===== src/rtl/ser32_5_pkg.sv =====
// ser32_5_pkg: shared widths, beat constants and FSM state type
// for the 32-to-5 word serializer (ser32_5, ser32_5_slice).
package ser32_5_pkg;

    localparam int WORD_W  = 32;
    localparam int SLICE_W = 5;
    localparam int BEATS   = 7;

    localparam logic [2:0] LAST_BEAT = 3'd6;

    typedef enum logic {
        IDLE  = 1'b0,
        SHIFT = 1'b1
    } state_t;

endpackage


===== src/rtl/ser32_5_slice.sv =====
// ser32_5_slice: picks beat `beat` of the latched word, zero-padding the
// 2-bit tail beat. Order set by SER32_5_MSB_FIRST_EN (default LSB-first).
// Ports: word (latched 32-bit word), beat (0..6), y (5-bit slice).
module ser32_5_slice
    import ser32_5_pkg::*;
(
    input  logic [WORD_W-1:0]  word,
    input  logic [2:0]         beat,
    output logic [SLICE_W-1:0] y
);

    always_comb begin
        y = '0;
        unique case (beat)
`ifdef SER32_5_MSB_FIRST_EN
            3'd0: y = {3'b000, word[31:30]};
            3'd1: y = word[29:25];
            3'd2: y = word[24:20];
            3'd3: y = word[19:15];
            3'd4: y = word[14:10];
            3'd5: y = word[9:5];
            3'd6: y = word[4:0];
`else
            3'd0: y = word[4:0];
            3'd1: y = word[9:5];
            3'd2: y = word[14:10];
            3'd3: y = word[19:15];
            3'd4: y = word[24:20];
            3'd5: y = word[29:25];
            3'd6: y = {3'b000, word[31:30]};
`endif
            default: y = '0;
        endcase
    end

endmodule


===== src/rtl/ser32_5.sv =====
// ser32_5: accepts one 32-bit word (in_valid/in_ready) and emits it as
// seven 5-bit beats (out_valid/out_ready/Y), with last on beat 6.
// Ports: clk, reset (async, active-high), in_valid, in_ready, A,
// out_valid, out_ready, Y, last. Option: SER32_5_MSB_FIRST_EN.
module ser32_5
    import ser32_5_pkg::*;
(
    input  logic               clk,
    input  logic               reset,
    input  logic               in_valid,
    output logic               in_ready,
    input  logic [WORD_W-1:0]  A,
    output logic               out_valid,
    input  logic               out_ready,
    output logic [SLICE_W-1:0] Y,
    output logic               last
);

    state_t             state_q, state_d;
    logic [2:0]         beat_q, beat_d;
    logic [WORD_W-1:0]  word_q, word_d;
    logic [SLICE_W-1:0] slice_y;
    logic               at_last;
    logic               take;

    ser32_5_slice u_slice (
        .word (word_q),
        .beat (beat_q),
        .y    (slice_y)
    );

    always_ff @(posedge clk or posedge reset) begin
        if (reset) begin
            state_q <= IDLE;
            beat_q  <= '0;
            word_q  <= '0;
        end else begin
            state_q <= state_d;
            beat_q  <= beat_d;
            word_q  <= word_d;
        end
    end

    always_comb begin
        state_d   = state_q;
        beat_d    = beat_q;
        word_d    = word_q;
        out_valid = (state_q == SHIFT);
        at_last   = out_valid && (beat_q == LAST_BEAT);
        // Taking the next word while the last beat drains keeps the
        // output stream bubble-free.
        in_ready  = (state_q == IDLE) || (at_last && out_ready);
        take      = in_valid && in_ready;

        if (take) begin
            word_d  = A;
            beat_d  = '0;
            state_d = SHIFT;
        end else if (out_valid && out_ready) begin
            if (at_last) state_d = IDLE;
            else         beat_d  = beat_q + 3'd1;
        end
    end

    // Outputs come only from registered state; idle drives zeros.
    assign Y    = out_valid ? slice_y : '0;
    assign last = at_last;

endmodule


===== config.mk =====
export PLATFORM = sky130hd
export DESIGN_NAME = ser32_5
export DESIGN_NICKNAME = d
export VERILOG_FILES = /design/src/rtl/ser32_5_pkg.sv /design/src/rtl/ser32_5_slice.sv /design/src/rtl/ser32_5.sv
export SDC_FILE = /design/constraint.sdc
export NUM_CORES = 1
export LEC_CHECK = 0
export BUFFER_PORTS_ARGS = -buffer_cell sky130_fd_sc_hd__buf_2
export CAP_MARGIN = 5
export CELL_PAD_IN_SITES_DETAIL_PLACEMENT = 2
export CELL_PAD_IN_SITES_GLOBAL_PLACEMENT = 2
export CORE_UTILIZATION = 34
export DETAILED_ROUTE_END_ITERATION = 6
export PLACE_DENSITY_LB_ADDON = 0.1
export SKIP_CTS_REPAIR_TIMING = 1
export SLEW_MARGIN = 10
export SYNTH_ARGS = -nofsm -noshare
export SYNTH_HDL_FRONTEND = slang
export SYNTH_SLANG_ARGS = --single-unit

===== constraint.sdc =====
create_clock -name clk -period 2.4 [get_ports clk]
set_input_delay 0.24 -clock clk [delete_from_list [all_inputs] [get_ports clk]]
set_output_delay 0.24 -clock clk [all_outputs]
set_load 0.05 [all_outputs]

==> key figures <==
Run status
  • Status: finished clean

Clocking
  • Clock Latency Late Sink: 0.28 ns
  • CTS Buf Count: 5
  • H-tree lvl count: 2
  • TritonCTS clock tree: built
  • Clk buf depth: 2
  • Number of sinks on the clock net: 36
  • CTS root buffer: clkbuf_8
  • Clock transition at path regs: 0.07 ns

Drt
  • Total Wirelength: 4.33 mm
  • DR vias: about 1300
  • WL per Instance: 17.3 um
  • 1st-iter DRT viols: 37
  • ANT nets after route: 0
  • Drt pass-1 iters: 4
  • Remaining DRCs: 0
  • Vias per Instance: slightly above 5

Power
  • P_leak: approximately 1 nW
  • Pwr Density: between 1000 and 1500 nW/um^2
  • Peak supply drop: between 0.4 and 0.5 mV
  • Final Power: between 2 and 3 mW

Synthesis
  • Post-Syn Instances: between 100 and 150
  • Register area share after synthesis: 0.516
  • Syn nets: approximately 170
  • Largest family of logic cells by synthesized area: multiplexers
  • Number of synthesized flops with an enable pin: 0
  • Area fraction in compound gates after synthesis: 0.145
  • Syn Area/Cell: between 10 and 15 sq um
  • Yosys top cell by area: dfrtp_1
  • Async set-reset flop share out of synthesis: 1.00
  • Xor/xnor share of the synthesized area: 0
  • Post-synthesis cell area: between 1500 and 2000 sq um
  • Synth unique cells: 29
  • Post-synth top flop: dfrtp_1
  • Top cells by area, synth: dfrtp_1 (52%), mux2_2 (21%), ha_1 (3.6%)
  • Post-synthesis adder-cell area fraction: 0.0358
  • Count leader, synth: dfrtp_1
  • Synth Warn #: 0
  • Top cells by count, synth: dfrtp_1 (36), mux2_2 (32), a21oi_1 (7)
  • Synth Area in Simple Gates: 0.0323
  • Post-synthesis mux area share: 0.225
  • Synth Register Bits: 36
  • Synth top area share: 0.516

Die
  • Io pins: 44
  • Initial Util: 0.362
  • DIE WIDTH: ~74 um
  • Die outline height: approximately 74 um
  • CORE AREA: 4820 sq um
  • Die area: between 5000 and 6000 sq um
  • FP Rows: 25

Min path
  • Tightest Hold Check Type: in2async

Run
  • Max_cap viols: 0

Final layout
  • Final Instance Area: 2130 sq um
  • Final net count: approximately 220
  • Fraction of layout cells with a size suffix above 1: 0.508
  • N_diodes: 0
  • Synth-to-Final Area Change: 22.3%

STA
  • Endpoints failing setup: 0
  • Unrepaired setup endpoints after global routing: true
  • Minimum clock period: between 2 and 2.5 ns
  • Slew headroom: 0.689
  • Final Cycle Share: 0.942
  • Fin. max-slew vios: 0
  • Final setup TNS: 0 ns
  • Worst-Margin Slew: about 0.47 ns
  • Final Hold Fails: 0
  • Fmax: between 0.4 and 0.5 GHz
  • Setup Skew: between 0.004 and 0.005 ns

Setup path
  • WP data arrival: 2.02 ns
  • Critical Path Source: beat_q[0]
  • R2r startpoint: beat_q[0]
  • Crit end category: output pin
  • Worst setup path class: reg2out
  • Crit start category: flip-flop
  • Req. time, crit path: around 2.2 ns
  • Flop-to-flop setup slack: approximately 0.48 ns
  • CP Max Fanout: 6

Placement
  • Final HPWL DP: between 3 and 4 mm
  • Post-DP Area: ~2000 sq um
  • PortBufs: 43
  • Final Wtd Congestion: between 0.7 and 0.8

Global route
  • Global-route wire length before repair: slightly above 7 mm
  • Number of global-route vias before repair: between 1000 and 1500
  • Total track usage: 0.181
  • GRT overflow: 0
  • Initial antenna violation count: 0
  • Largest net degree at the start of global routing: 37
==> path summary, 6_finish.rpt <==
check | end | depth (start not counted)
worst max-delay path | Y[3] | 6
max in group asynchronous | word_q[29] | 3
worst min register to register | word_q[19] | 1
worst max register to register | word_q[7] | 6
worst min-delay path | word_q[3] | 3
min in group clk | word_q[18] | 2
==> per-layer routing <==
layer | vias up | routed length (um) | global-route usage
met2 | 26 | 2310 | 0.331
met5 | - | 0 | 0
met1 | 646 | 1800 | 0.210
met4 | 0 | 42 | 0.0577
li1 | 591 | - | -
met3 | 5 | 172 | 0.0384
==> worst max-delay path, cell delays in order (launching register included) <==
cell and delay (ns):
dfrtp_1 0.42, ha_1 0.22, ha_1 0.26, o41ai_1 0.37
buf_4 0.20, a21oi_1 0.05, clkbuf_4 0.22
==> sequential cells by signal (all words and copies together), names as in the netlist <==
signal / flops
out_valid: 1
word_q: 32
beat_q: 3
==> power breakdown <==
| group | leakage [nW] | switching [mW] | internal, mW |
|---|---|---|---|
| Clock | 0.0455 | 0.206 | 0.234 |
| Combinational | 0.522 | 0.784 | 0.582 |
| Sequential | 0.436 | 0.188 | 0.897 |
| Total | 1.00 | 1.18 | 1.71 |
==> cell families after synthesis <==
group | count (synthesis)
compound gates | 33
fa+ha+maj | 5
buf+inv | 14
flops | 36
mux | 35
simple gates | 10
==> cells in the final DEF, fill, tap and decap left out, types with 4 or more instances in the layout <==
cell / count
a21oi_1: 7
buf_4: 7
buf_2: 42
ha_1: 5
a22oi_1: 6
dfrtp_1: 36
clkbuf_8: 6
a22o_1: 5
mux2_2: 32
inv_1: 6
nand2_1: 4
o21ai_0: 4
==> stage by stage <==
step / hold slack, ns / worst slack [ns] / util / cells
finish: 0.0601 / 0.139 / 0.443 / 250
global route: 0.0914 / -0.00122 / 0.443 / 250
CTS: 0.0665 / 0.00955 / 0.442 / 250
detailed placement: 0.381 / 0.325 / 0.423 / 242
global placement: 0.363 / 0.417 / 0.423 / 242
floorplan: 0.348 / 0.163 / - / 133
==> layout make-up <==
cell class | count | area (sq um)
flip-flops and latches | 36 | 901
fillers | 536 | 2680
inverters | 6 | 22.5
clock buffers | 8 | 90.1
multi-input cells | 83 | 767
well taps | 67 | 83.8
repair buffers | 50 | 270
No activity file was read; power rests on OpenSTA's default activity.
